--- src/rtl/ifetch_queue.sv ---
// Sequential instruction fetcher with a small PC-tagged FIFO and redirect flush.
// Define IFQ_BYPASS_EN to let an acked word reach the consumer in the same cycle when the FIFO is empty.
module ifetch_queue #(
    parameter int          DEPTH    = 4,
    parameter logic [31:0] RESET_PC = 32'h0000_0000
) (
    input  logic        clk,
    input  logic        reset,
    output logic        mem_req,
    output logic [31:0] mem_addr,
    input  logic        mem_ack,
    input  logic [31:0] mem_rdata,
    input  logic        redirect,
    input  logic [31:0] redirect_pc,
    output logic        instr_valid,
    output logic [31:0] instr,
    output logic [31:0] instr_pc,
    input  logic        instr_ready
);

    // state | meaning
    // IDLE  | no request outstanding; waiting for FIFO credit
    // REQ   | request outstanding; acked word is pushed
    // DRAIN | request outstanding from before a redirect; acked word dropped
    typedef enum logic [1:0] {IDLE, REQ, DRAIN} state_t;

    localparam int PW = $clog2(DEPTH);
    localparam int CW = PW + 1;

    state_t        state;
    logic [31:0]   fetch_pc;
    logic [31:0]   fifo_data [DEPTH];
    logic [31:0]   fifo_pc   [DEPTH];
    logic [PW-1:0] rd_ptr;
    logic [PW-1:0] wr_ptr;
    logic [CW-1:0] count;

    logic          fifo_valid;
    logic          ack_live;
    logic          bypass_take;
    logic          push;
    logic          pop;
    logic [CW-1:0] count_next;
    logic          credit;
    logic [31:0]   fetch_pc_next;

    assign fifo_valid = (count != '0);
    assign ack_live   = (state == REQ) && mem_ack;

    always_comb begin
        instr_valid = fifo_valid;
        instr       = fifo_data[rd_ptr];
        instr_pc    = fifo_pc[rd_ptr];
        bypass_take = 1'b0;
`ifdef IFQ_BYPASS_EN
        if (!fifo_valid && ack_live && !redirect) begin
            instr_valid = 1'b1;
            instr       = mem_rdata;
            instr_pc    = mem_addr;
            bypass_take = instr_ready;
        end
`endif
    end

    assign push = ack_live && !redirect && !bypass_take;
    assign pop  = fifo_valid && instr_ready;

    always_comb begin
        if (redirect)
            count_next = '0;
        else
            count_next = count + CW'(push) - CW'(pop);
    end

    // Credit is judged on the occupancy after this cycle's push/pop, so an ack can never overflow.
    assign credit = (count_next < CW'(DEPTH));

    always_comb begin
        if (redirect)
            fetch_pc_next = redirect_pc & 32'hFFFF_FFFC;
        else if (ack_live)
            fetch_pc_next = fetch_pc + 32'd4;
        else
            fetch_pc_next = fetch_pc;
    end

    always_ff @(posedge clk or negedge reset) begin
        if (!reset) begin
            rd_ptr <= '0;
            wr_ptr <= '0;
            count  <= '0;
            for (int i = 0; i < DEPTH; i++) begin
                fifo_data[i] <= '0;
                fifo_pc[i]   <= '0;
            end
        end else begin
            count <= count_next;
            if (push) begin
                fifo_data[wr_ptr] <= mem_rdata;
                fifo_pc[wr_ptr]   <= mem_addr;
                wr_ptr            <= wr_ptr + PW'(1);
            end
            if (redirect)
                rd_ptr <= wr_ptr;
            else if (pop)
                rd_ptr <= rd_ptr + PW'(1);
        end
    end

    always_ff @(posedge clk or negedge reset) begin
        if (!reset) begin
            state    <= IDLE;
            mem_req  <= 1'b0;
            mem_addr <= RESET_PC;
            fetch_pc <= RESET_PC;
        end else begin
            fetch_pc <= fetch_pc_next;
            case (state)
                IDLE: begin
                    if (!redirect && credit) begin
                        state    <= REQ;
                        mem_req  <= 1'b1;
                        mem_addr <= fetch_pc;
                    end
                end
                REQ: begin
                    if (mem_ack) begin
                        if (credit) begin
                            mem_addr <= fetch_pc_next;
                        end else begin
                            state   <= IDLE;
                            mem_req <= 1'b0;
                        end
                    end else if (redirect) begin
                        state <= DRAIN;
                    end
                end
                DRAIN: begin
                    if (mem_ack) begin
                        state    <= REQ;
                        mem_addr <= fetch_pc_next;
                    end
                end
                default: begin
                    state   <= IDLE;
                    mem_req <= 1'b0;
                end
            endcase
        end
    end

endmodule

--- config.mk ---
export PLATFORM = sky130hd
export DESIGN_NAME = ifetch_queue
export DESIGN_NICKNAME = d
export VERILOG_FILES = /design/src/rtl/ifetch_queue.sv
export SDC_FILE = /design/constraint.sdc
export NUM_CORES = 1
export LEC_CHECK = 0
export ABC_AREA = 1
export BUFFER_PORTS_ARGS = -buffer_cell sky130_fd_sc_hd__buf_2
export CAP_MARGIN = 25
export CORE_UTILIZATION = 53
export DETAILED_ROUTE_END_ITERATION = 10
export GPL_ROUTABILITY_DRIVEN = 1
export PLACE_DENSITY = 0.81
export RECOVER_POWER = 50
export SETUP_SLACK_MARGIN = 0.05
export SLEW_MARGIN = 5
export SYNTH_ARGS = -nofsm -noshare
export SYNTH_HDL_FRONTEND = slang
export SYNTH_SLANG_ARGS = --single-unit
--- constraint.sdc ---
create_clock -name clk -period 3 [get_ports clk]
set_clock_uncertainty 0.2 [all_clocks]
set_input_delay 0.15 -clock clk [delete_from_list [all_inputs] [get_ports clk]]
set_output_delay 0.15 -clock clk [all_outputs]
set_load 0.05 [all_outputs]
## Word-level counts from Yosys, hierarchy flattened

Index checks and enable logic that the tools add are counted.

- Register bits after elaboration: 330
- Latch bits: 0
- Memory bits (writable): 0
- ROM bits: 0
- Bits of input ports: 69
- Output and inout port bits: 98
- Logic and storage cells: 79
- Memories kept: 0

- Add/sub/neg operators: 5
- Multiply operators: 0
- Div/mod/pow operators: 0
- Order comparisons: 4
- Equality and inequality tests: 9
- Shift-type cells: 0
- Multiplexer cells: 30
- Bitwise logic cells: 3
- Reduce and logical (&&, ||, !) cells: 13

Operators by type and width:

| cell | number |
|---|---|
| two-way mux 32 bit | 11 |
| bitwise mux 128 bit | 2 |
| binary-select mux 32 bit (select 2 bit) | 2 |
| case mux 32 bit (3 select lines) | 1 |
| demux 32 bit (select 2 bit) | 1 |
| adder 32 x 3 -> 32 bit (second input constant) | 1 |
| two-way mux 2 bit | 7 |
| inequality test 2 bit (second input constant) | 5 |
| AND reduction 4 bit | 2 |
| greater-or-equal comparator 3 bit (second input constant) | 2 |
| inequality test 3 bit (second input constant) | 2 |
| NOT 2 -> 3 bit | 2 |
| case mux 2 bit (3 select lines) | 1 |
| nonzero test 3 bit | 2 |
| logical AND 1 bit | 5 |
| AND reduction 5 bit | 1 |
| adder 2 x 1 -> 2 bit (second input constant) | 2 |
| adder 3 x 1 -> 3 bit | 1 |
| < comparator 3 x 1 -> 1 bit (second input constant) | 1 |
| < comparator 3 bit (second input constant) | 1 |
| two-way mux 1 bit | 3 |
| two-way mux 3 bit | 1 |
| case mux 1 bit (3 select lines) | 1 |
| subtractor 3 x 1 -> 3 bit | 1 |
| 6 further kinds | 6 |

## Logic depth before layout (Yosys ltp)

Gate-level depths: netlist of run 1.

- Depth after elaboration: 10
- Mapped depth: 22
- Gate-level depth less buffers: 21

## Worst setup path before layout of run 1

No wires, ideal clock.

- Path kind: register to register
- Start point: reg count[1]
- End point: reg mem_addr[21]
- Setup time: 118 ps
- Arrival time: 2791 ps
- Required time: 2682 ps
- Path slack: -109 ps
- Stages on the path, launching flop included: 22
- Buffers on the path: 1
- Clock period less this slack: 3109 ps
- Cells stage by stage: dfrtp_1 inv_1 nand2_2 or2_2 nand2_1 inv_1 ha_1 inv_1 ha_1 inv_1 fa_1 inv_1 nand2_1 nand2_1 nand2_1 nand2_1 o21ai_2 nor2_4 inv_4 buf_2 nand2_1 nand2_1

- Cells in the longest elaborated chain, start to end: 8
- Elaborated cells between the ends (all ways): 10
- Those cells by class: add/sub (2); order compare (1); eq/ne (2); mux (1); reduce/logical (4)

Ends and longest elaborated chain:

| element | line | RTL |
|---|---|---|
| from (decl) | 36 | `logic [CW-1:0] count;` |
| from (signal assigned) | 97 | `count <= count_next;` |
| nonzero test 3 bit (*) | 47 | `assign fifo_valid = (count != '0);` |
| via instr_valid | 15 | `output logic instr_valid,` |
| logical AND 1 bit (*) | 66 | `assign pop = fifo_valid && instr_ready;` |
| subtractor 3 x 1 -> 3 bit (*) | 72 | `count_next = count + CW'(push) - CW'(pop);` |
| two-way mux 3 bit (*) | 69 | `if (redirect)` |
| < comparator 3 bit (*) | 76 | `assign credit = (count_next < CW'(DEPTH));` |
| logical AND 1 bit | 120 | `if (!redirect && credit) begin` |
| inequality test 2 bit (no source line) | - |  |
| AND reduction 5 bit (no source line) (*) | - |  |
| to (signal assigned) | 123 | `mem_addr <= fetch_pc;` |
| to (signal assigned) | 129 | `mem_addr <= fetch_pc_next;` |
| to (signal assigned) | 141 | `mem_addr <= fetch_pc_next;` |
| to (decl) | 10 | `output logic [31:0] mem_addr,` |

Mark *: on every way through the listed nets, which the timed path passes. The rest lies on a longest branch.
A chain may end at the register's enable or synchronous reset.

## Final worst setup path of run 1

- Start point: reg state[1]
- End point: reg mem_addr[13]

- Cells in the longest elaborated chain, start to end: 10
- Elaborated cells between the ends (all ways): 22
- Those cells by class: add/sub (2); order compare (1); eq/ne (6); mux (7); reduce/logical (6)

Ends and longest elaborated chain:

| element | line | RTL |
|---|---|---|
| from (decl) | 30 | `state_t state;` |
| from (signal assigned) | 112 | `state <= IDLE;` |
| from (signal assigned) | 121 | `state <= REQ;` |
| from (signal assigned) | 131 | `state <= IDLE;` |
| equality test 2 x 1 -> 1 bit | 48, 118 |  |
| logical AND 1 bit | 48 | `assign ack_live = (state == REQ) && mem_ack;` |
| logical AND 1 bit | 65 | `assign push = ack_live && !redirect && !bypass_take;` |
| adder 3 x 1 -> 3 bit | 72 |  |
| subtractor 3 x 1 -> 3 bit | 72 |  |
| two-way mux 3 bit | 69 |  |
| < comparator 3 bit | 76 |  |
| logical AND 1 bit | 120 |  |
| inequality test 2 bit (no source line) | - |  |
| AND reduction 5 bit (no source line) | - |  |

Parallel ways exist; a longest one is shown, timed or not. The select of a mux whose other input is x is not followed.

==> run metrics, run 1 <==
worst hold-check path type in -> async; Yosys reg bits 330; Fin Hold WS 32.3 ps; Yosys cell types 39; Crit. End Element flop; R2R Path End mem_addr[13]; Core Box Area 0.0280 mm2; CTS tree built; reg2reg start state[1]; # nets final 2140; setup TNS -2.64 ps; area grow syn2layout 20.5%; RePlAce Congestion 0.931; fin util 0.656; synthesized net count 1944; clock latency on the worst-skew pair 520 ps; GR Overflow Total 0; final period utilization 1.00; final WL 41.0 mm; slew margin rel. -0.0712; CTS Buf Count 36; root buffer cell clkbuf_16; layout cells sized above 1 0.137; Worst IR Drop VDD 1.37 mV; Worst setup endpoint mem_addr[13]; WL/cell 16.7 um; Die ar. 0.0295 mm2; FFs w/ async S/R, synth 1.00; die width 172 um; syn_area_per_cell 8.19 um2; Antenna diodes 0; status complete, but fails checks; number of synthesized flops with an enable pin 0; cell-internal power 11700 uW; Fillers 2294; # IOs 167; MaxCap Viol Count 1; YS warnings 0; H-tree depth 2; Total Routing Usage GR 0.285; CP required 3240 ps; clock share of power 0.193; startpoint types flop; non-filler cells, final 2461; Synth Flop Type dfrtp_1; Die Height 172 um; Crit Path Class reg -> reg; vias in the first global route 13500; IO buf count 164; Detail Placement HPWL 24.4 mm; drt pass-1 iters 5; Reg clk slew, reported paths 60 ps; Reg2Reg Depth 21; pwr/cell area 1230 mW/mm2; Tmin final 3000 ps; Site Rows 61; Mapped Area 0.0153 mm2; Starting Density 0.544; post-synthesis sequential area ratio 0.541; initial antenna violation count 0; cell count after synthesis 1863; combinational power share 0.482; Hold Vio Cnt, Final 0; largest net degree at the start of global routing 130; RSZ-0062 raised after global routing yes; Via-to-Cell Ratio 5.61; failing checks max-capacitance violations, max-slew violations, negative setup slack; Num Clock Sinks 330; R2R Setup Slk -3 ps; # DRC 0; Clock Path Buffers 3; P_leak 0.00901 uW; post-route antenna net violation count 0; net switching power 10800 uW; Worst Path Max Fanout 6; Vias 13800; CP arrival 3250 ps; Final Slew Violations 37; Worst setup startpoint state[1]; fmax 333 MHz; Net Sw Frac 0.479; final setup margin -2.64 ps; worst slew pin tran 1610 ps; Finish-stage setup viols 1; Inst Count DP 2318; 1st-iter DRT viols 1247; first-pass GRT wire length 66.6 mm; Sequential Power Share 0.324
-- how the worst min path moves through the flow --
stage / startpoint / to / cells past startpoint
CTS: reset / fifo_data[26] / 2
detailed placement: reset / fifo_data[122] / 1
floorplan: reset / count[0] / 0
finish: reset / fifo_data[26] / 2
global placement: reset / fifo_data[26] / 1
global route: reset / fifo_data[26] / 2
-- final cells by class --
cell class | count | area (um2) | area share
clock buffer | 50 | 1030 | 0.0563
clock inverter | 12 | 120 | 0.00654
inverter | 139 | 538 | 0.0293
multi-input combinational | 1275 | 6030 | 0.328
sequential | 330 | 8260 | 0.450
tap | 378 | 473 | 0.0257
timing repair buffer | 277 | 1920 | 0.104
-- cells in the mapped netlist, types with 7 or more instances --
master / number / share of area
o22ai_1: 64 / 0.026
o21ai_0: 397 / 0.13
clkbuf_1: 67 / 0.016
nand2_1: 458 / 0.11
buf_2: 43 / 0.014
dfrtp_1: 330 / 0.54
a21oi_1: 9 / 0.0030
nand4_1: 16 / 0.0066
nor2_1: 178 / 0.044
inv_1: 136 / 0.033
o21ai_1: 25 / 0.0082
nand3_1: 66 / 0.022
o211ai_1: 7 / 0.0034
ha_1: 11 / 0.0090
-- per-stage QoR --
stage	power (uW)	area, um2	worst slack [ps]
2_1_floorplan	14900	15300	62.4
3_3_place_gp	17400	16500	14.7
3_5_place_dp	17700	16500	-108
4_1_cts	22500	18400	56.1
5_1_grt	23900	18400	-145
6_report	22500	18400	-2.64
-- cell usage in the layout, fill, tap and decap left out, types with 28 or more instances in the layout --
cell,Yosys,layout
dlygate4sd3_1,0,69
o21ai_0,397,393
inv_1,136,128
nand3_1,66,66
o22ai_1,64,64
dfrtp_1,330,328
clkbuf_1,67,37
buf_2,43,136
nor2_1,178,178
o21ai_1,25,28
nand2_1,458,450
clkbuf_16,0,37
-- repair_timing --
action / in CTS / in global routing
resized for setup: 13 / 8
setup endpoints to repair: 32 / 34
setup buffers: 8 / 2
gates cloned: 2 / 0
endpoints found under the hold margin: 403 / 0
hold buffers: 69 / 0
pin swaps: 9 / 1
-- sequential cells by signal (all words and copies together), names as in the netlist --
register and flops:
fetch_pc 32, count 3, state 2, mem_addr 32, fifo_pc 128, rd_ptr 2, fifo_data 128, mem_req 1
wr_ptr 2
-- per-layer routing --
metal / global-route usage / share of wire / vias to the layer above
met4: 0.0819 / 0.023 / 0
met2: 0.490 / 0.49 / 554
met3: 0.0469 / 0.071 / 81
li1: - / - / 6516
met1: 0.371 / 0.42 / 6648
met5: 0 / 0 / -
-- kinds of logic (layout without fill, tap and decap cells) --
group	after synthesis	after routing	synth area share
buf+inv	258	478	0.0700
xor+xnor	1	1	0.000574
flops	330	330	0.541
compound gates	509	509	0.175
fa+ha+maj	12	12	0.0103
simple gates	753	753	0.203
-- worst max-delay path: stages, from the launching register on --
cell	delay [ps]
dfrtp_1	400
inv_2	100
ha_4	170
nand2_8	80
nor2_4	100
inv_2	60
ha_4	210
inv_2	60
ha_4	110
inv_2	30
fa_2	340
inv_2	50
nand2_1	50
nand2_2	80
nand2_1	60
nand2_2	90
o21ai_4	90
nor2_4	110
buf_6	160
buf_6	130
o21ai_1	70
o21ai_1	160
-- power by group through the flow --
| stage | sequential, uW | combinational [uW] | clock [uW] |
|---|---|---|---|
| CTS | 7260 | 10800 | 4410 |
| global route | 7470 | 11800 | 4600 |
| global placement | 7230 | 10100 | 0 |
| floorplan | 7660 | 7270 | 0 |
| detailed placement | 7310 | 10400 | 0 |
| finish | 7300 | 10900 | 4350 |
No activity file was read; power rests on OpenSTA's default activity.
==> run 2, diff against run 1 <==
==> constraint.sdc (replaced) <==
create_clock -name clk -period 3 [get_ports clk]
set_clock_uncertainty 0.2 [all_clocks]
set_input_delay 0.15 -clock clk [delete_from_list [all_inputs] [get_ports clk]]
set_output_delay 0.15 -clock clk [all_outputs]
set_load 0.005 [all_outputs]
==> run metrics, run 2 (synthesis gave the netlist of run 1 again) <==
slew margin rel. 0.479 (was -0.0712); clock latency on the worst-skew pair 510 ps (was 520 ps); met1 usage 0.363 (was 0.371); reg2reg start state[1] (unchanged); GR peak layer met2 (unchanged); failing checks negative setup slack (was max-capacitance violations, max-slew violations, negative setup slack); Core Box Area 0.0280 mm2 (unchanged); initial antenna violation count 0 (unchanged); final WL 41.3 mm (was 41.0 mm); Crit Path Class reg -> reg (unchanged); pwr/cell area 1050 mW/mm2 (was 1230 mW/mm2); largest net degree at the start of global routing 119 (was 130); Hold Vio Cnt, Final 0 (unchanged); Antenna diodes 0 (unchanged); fin util 0.667 (was 0.656); Site Rows 61 (unchanged); drt pass-1 iters 6 (was 5); root buffer cell clkbuf_16 (unchanged); IO buf count 164 (unchanged); RePlAce Congestion 0.961 (was 0.931); Tmin final 3050 ps (was 3000 ps); met2 GRT Util 0.480 (was 0.490); CP arrival 3280 ps (was 3250 ps); Die ar. 0.0295 mm2 (unchanged); Vias 13900 (was 13800); final setup margin -53.1 ps (was -2.64 ps); Detail Placement HPWL 24.1 mm (was 24.4 mm); Largest regs fifo_data x128, fifo_pc x128 (unchanged); grt met3 use 0.0536 (was 0.0469); most frequent cells in the layout nand2_1, o21ai_0, dfrtp_1, nor2_1, buf_2 (unchanged); Starting Density 0.544 (unchanged); Hold Path Origin mem_ack; most common cell after layout, fill and taps aside nand2_1 (unchanged); WL/cell 16.7 um (about the same); CTS Buf Count 35 (was 36); Clock Path Buffers 3 (unchanged); post-route antenna net violation count 0 (unchanged); layout cells sized above 1 0.167 (was 0.137); Worst IR Drop VDD 0.956 mV (was 1.37 mV); vias in the first global route 13400 (was 13500); Total Routing Usage GR 0.282 (was 0.285); Finish-stage setup viols 10 (was 1); Via-to-Cell Ratio 5.60 (was 5.61); Worst Path Max Fanout 8 (was 6); Crit. End Element flop (unchanged); Num Clock Sinks 330 (unchanged); # DRC 0 (unchanged); Final Slew Violations 0 (was 37); CTS tree built (unchanged); Die Height 172 um (unchanged); fmax 328 MHz (was 333 MHz); startpoint types flop (unchanged); Worst setup startpoint state[1] (unchanged); final period utilization 1.02 (was 1.00); worst hold-check path type in -> reg (was in -> async); worst slew pin tran 782 ps (was 1610 ps); # IOs 167 (unchanged); P_leak 0.00923 uW (was 0.00901 uW); area grow syn2layout 22.5% (was 20.5%); # nets final 2154 (was 2140); RSZ-0062 raised after global routing yes (unchanged); H-tree depth 2 (unchanged); CP required 3230 ps (was 3240 ps); status complete, but fails checks (unchanged); 1st-iter DRT viols 1286 (was 1247); MaxCap Viol Count 0 (was 1); setup TNS -208 ps (was -2.64 ps); Reg clk slew, reported paths 60 ps (about the same); die width 172 um (unchanged); first-pass GRT wire length 66.1 mm (was 66.6 mm); GR Overflow Total 0 (unchanged)
==> run 2: metrics by stage <==
step / instances / hold slack [ps] / total power (uW) / area (um2) / setup WS [ps]
after floorplan: 1863 / -346 / 11700 / 15300 / 60.9
after global placement: 2318 / 5.93 / 14100 / 16500 / 13.7
after detailed placement: 2318 / 5.21 / 14400 / 16500 / -111
after CTS: 2474 / 14.4 / 19400 / 18600 / 23.4
after global routing: 2474 / 70.4 / 21100 / 18700 / -174
final: 2474 / 22.5 / 19700 / 18700 / -53.1
==> run 2: worst paths after layout <==
check / to / slack (ps) / cells past startpoint
max: mem_addr[10] / -50 / 21
min: mem_addr[19] / 20 / 5
max reg2reg: mem_addr[10] / -50 / 21
min reg2reg: fifo_data[70] / 280 / 2
max in group asynchronous: fetch_pc[23] / 1580 / 3
min in group asynchronous: fifo_data[22] / 70 / 2
==> run 2: worst max-delay path: stages (launching register included) <==
cell,delay [ps]
dfrtp_1,400
inv_2,80
ha_4,160
nand2_8,60
nor2_4,110
inv_2,70
ha_4,240
inv_4,60
ha_4,120
inv_2,30
fa_2,360
inv_2,60
nand2_2,60
nand2_4,80
nand2_2,50
nand2_2,100
o21ai_4,80
nor2_4,120
buf_12,150
buf_12,130
o21ai_2,60
o21ai_1,170
==> run 2: power by group <==
group | switching [uW] | leakage, uW | internal [uW] | total, uW
logic | 4790 | 0.00438 | 3220 | 8020
clock network | 1720 | 0.000582 | 2660 | 4380
registers | 1090 | 0.00427 | 6180 | 7270
==> run 2: area by class of cell <==
class	count	area (um2)
Clock buffer	52	1080
Clock inverter	8	92.6
Fill cell	2177	9330
Inverter	139	543
Multi-Input combinational cell	1275	6100
Sequential cell	330	8260
Tap cell	378	473
Timing Repair Buffer	292	2120
==> run 2: metal layers <==
| metal | vias up | share of wire |
|---|---|---|
| li1 | 6535 | - |
| met1 | 6640 | 0.41 |
| met2 | 602 | 0.49 |
| met3 | 77 | 0.082 |
| met4 | 0 | 0.018 |
| met5 | - | 0 |
==> run 2: timing repair <==
action | in CTS | in global routing
endpoints found under the setup margin | 33 | 36
pin swaps | 7 | 14
setup buffers | 28 | 3
cloned | 2 | 0
hold buffers | 66 | 0
hold endpoints to repair | 331 | 0
resized for setup | 18 | 27
==> run 3, diff against run 2 <==
--- a/config.mk
+++ b/config.mk
@@ -5,14 +5,13 @@
 export SDC_FILE = /design/constraint.sdc
 export NUM_CORES = 1
 export LEC_CHECK = 0
-export ABC_AREA = 1
-export BUFFER_PORTS_ARGS = -buffer_cell sky130_fd_sc_hd__buf_2
 export CAP_MARGIN = 25
-export CORE_UTILIZATION = 53
+export CORE_UTILIZATION = 58
 export DETAILED_ROUTE_END_ITERATION = 10
+export DONT_BUFFER_PORTS = 1
 export GPL_ROUTABILITY_DRIVEN = 1
 export PLACE_DENSITY = 0.81
-export RECOVER_POWER = 50
+export RECOVER_POWER = 25
 export SETUP_SLACK_MARGIN = 0.05
 export SLEW_MARGIN = 5
 export SYNTH_ARGS = -nofsm -noshare
==> run metrics, run 3 <==
Synth area leaders dfrtp_1, mux2_2, mux4_2 (was dfrtp_1, o21ai_0, nand2_1); Total Routing Usage GR 0.285 (was 0.282); Mapped Area 0.0154 mm2 (was 0.0153 mm2); final setup margin -210 ps (was -53.1 ps); Die Height 165 um (was 172 um); number of synthesized flops with an enable pin 0 (unchanged); Yosys reg bits 330 (unchanged); RSZ-0062 raised after global routing yes (unchanged); failing checks negative hold slack, negative setup slack (was negative setup slack); most frequent cells in the layout dfrtp_1, mux2_2, dlygate4sd3_1, mux4_2, nand2_1 (was nand2_1, o21ai_0, dfrtp_1, nor2_1, buf_2); # DRC 0 (unchanged); Die ar. 0.0272 mm2 (was 0.0295 mm2); status complete, but fails checks (unchanged); CP arrival 3420 ps (was 3280 ps); pwr/cell area 1070 mW/mm2 (was 1050 mW/mm2); synth cell count leaders dfrtp_1, mux2_2, nand2_1 (was nand2_1, o21ai_0, dfrtp_1); cell count after synthesis 1115 (was 1863); Starting Density 0.590 (was 0.544); combinational family with the most area after synthesis multiplexers (was simple AND/OR/NAND/NOR gates); cell taking the most area after synthesis dfrtp_1 (unchanged); Crit Path Class reg -> reg (unchanged); count leader, synth dfrtp_1 (was nand2_1); Detail Placement HPWL 21.6 mm (was 24.1 mm); clock latency on the worst-skew pair 530 ps (was 510 ps); top cell type's share of synthesized area 0.537 (was 0.541); WL/cell 24.0 um (was 16.7 um); non-filler cells, final 1619 (was 2474); P_leak 0.00821 uW (was 0.00923 uW); Inst Count DP 1427 (was 2318); most common cell after layout, fill and taps aside dfrtp_1 (was nand2_1); MaxCap Viol Count 0 (unchanged); GR Overflow Total 0 (unchanged); slew margin rel. 0.571 (was 0.479); final WL 38.9 mm (was 41.3 mm); Synth Flop Type dfrtp_1 (unchanged); post-route antenna net violation count 0 (unchanged); Hold Vio Cnt, Final 345 (was 0); Fin Hold WS -865 ps (was 22.5 ps); CTS Buf Count 36 (was 35); Clock Path Buffers 3 (unchanged); Worst IR Drop VDD 0.722 mV (was 0.956 mV); Vias 10400 (was 13900); worst hold-check path type in -> async (was in -> reg); worst slew pin tran 642 ps (was 782 ps); die width 165 um (was 172 um); fmax 312 MHz (was 328 MHz); Final Slew Violations 0 (unchanged); vias in the first global route 10700 (was 13400); final period utilization 1.07 (was 1.02); Num Clock Sinks 330 (unchanged); Crit. End Element flop (unchanged); Tmin final 3210 ps (was 3050 ps); Site Rows 59 (was 61); Finish-stage setup viols 34 (was 10); CP required 3210 ps (was 3230 ps); post-synthesis mux area share 0.294 (was 0); Reg clk slew, reported paths 70 ps (was 60 ps); root buffer cell clkbuf_16 (unchanged); Core Box Area 0.0261 mm2 (was 0.0280 mm2); layout cells sized above 1 0.403 (was 0.167); startpoint types flop (unchanged); drt pass-1 iters 5 (was 6); initial antenna violation count 1 (was 0); CTS tree built (unchanged); share of synthesized cell area in and, or, nand and nor gates 0.0704 (was 0.203); Synth Area in XOR/XNOR 0.0150 (was 0.000574); syn_area_per_cell 13.8 um2 (was 8.19 um2); IO buf count 0 (was 164); FFs w/ async S/R, synth 1.00 (unchanged); Worst Path Max Fanout 8 (unchanged); RePlAce Congestion 0.910 (was 0.961); # IOs 167 (unchanged); first-pass GRT wire length 59.4 mm (was 66.1 mm); post-synthesis sequential area ratio 0.537 (was 0.541); fin util 0.725 (was 0.667); 1st-iter DRT viols 934 (was 1286); synthesized net count 1196 (was 1944); H-tree depth 2 (unchanged); area grow syn2layout 22.9% (was 22.5%); largest net degree at the start of global routing 331 (was 119); YS warnings 0 (unchanged); compound-gate portion of the synthesized area 0.0497 (was 0.175); Post-Synth Adder-Cell Area 0.0103 (about the same); Via-to-Cell Ratio 6.40 (was 5.60); Yosys cell types 70 (was 39); # nets final 1338 (was 2154); Largest regs fifo_data x128, fifo_pc x128 (unchanged)
==> run 3: changes by cell type after synthesis, moves of 64 or more <==
cell and change:
o21ai_0 -364, inv_1 -116, nand2_1 -390, nor2_1 -145, mux2_2 +265, mux4_2 +64
==> run 3: path summary, 6_finish.rpt <==
check                            start        endpoint  slack (ps)  cells past startpoint
min reg2reg                fifo_pc[37]     fifo_pc[37]         300                      1
max reg2reg                   count[0]    mem_addr[16]        -210                     13
max                           count[0]    mem_addr[16]        -210                     13
max in group asynchronous        reset     fifo_pc[49]        3010                      0
min in group clk               mem_ack        state[1]        -380                      2
min                              reset  fifo_data[122]        -860                      0
==> run 3: area by class of cell <==
type | count | area [um2]
Antenna cell | 1 | 2.50
Clock buffer | 50 | 1040
Clock inverter | 14 | 156
Fill cell | 1544 | 7170
Inverter | 21 | 78.8
Multi-Input combinational cell | 696 | 7140
Sequential cell | 330 | 8270
Tap cell | 335 | 419
Timing Repair Buffer | 172 | 1770
==> run 3: report_power, final <==
group	switching (uW)	leakage, uW	internal [uW]
combinational	3420	0.00355	4440
sequential	1540	0.00406	6390
clock	1780	0.000601	2700
==> run 3: through the flow <==
stage                     total power, uW  area [um2]  setup slack (ps)  hold WS (ps)  TNS, ps
final                               20300       18900              -210          -865    -4340
after CTS                           19500       18600              -170          -888    -3020
after floorplan                     12500       15500              -352          -346    -9340
after global placement              14000       16000              -272          -339    -6990
after global routing                21300       18900              -278          -885    -7170
after detailed placement            14400       16000              -353          -340    -9520
==> run 3: logic make-up after synthesis <==
kind of cell,Yosys count
compound gates,114
buf+inv,89
flops,330
xor+xnor,23
mux,338
fa+ha+maj,12
simple gates,209
==> run 3: what timing repair did <==
action                                  CTS  global route
pin swaps                                 9             6
cloned                                    0             3
resized for setup                        32            50
endpoints found under the setup margin   34            39
hold endpoints to repair                532           350
hold buffers                            115             3
buffers inserted                          5             1
==> run 3: critical path: stages, from the launching register on <==
cell and delay [ps]:
dfrtp_1 380, or3_4 380, and2_4 180, ha_4 210
inv_2 60, ha_4 120, inv_2 30, fa_2 340
xnor3_2 310, o21ai_4 80, a211o_4 420, buf_12 190
a21oi_2 110, a21oi_1 110
==> run 3: layer usage <==
| metal | GRT usage | wire [um] | up-vias | share of wire |
|---|---|---|---|---|
| met2 | 0.471 | 19300 | 421 | 0.49 |
| met1 | 0.368 | 15500 | 5404 | 0.40 |
| met3 | 0.0663 | 2840 | 110 | 0.073 |
| li1 | - | - | 4423 | - |
| met4 | 0.106 | 1350 | 0 | 0.035 |
| met5 | 0 | 0 | - | 0 |
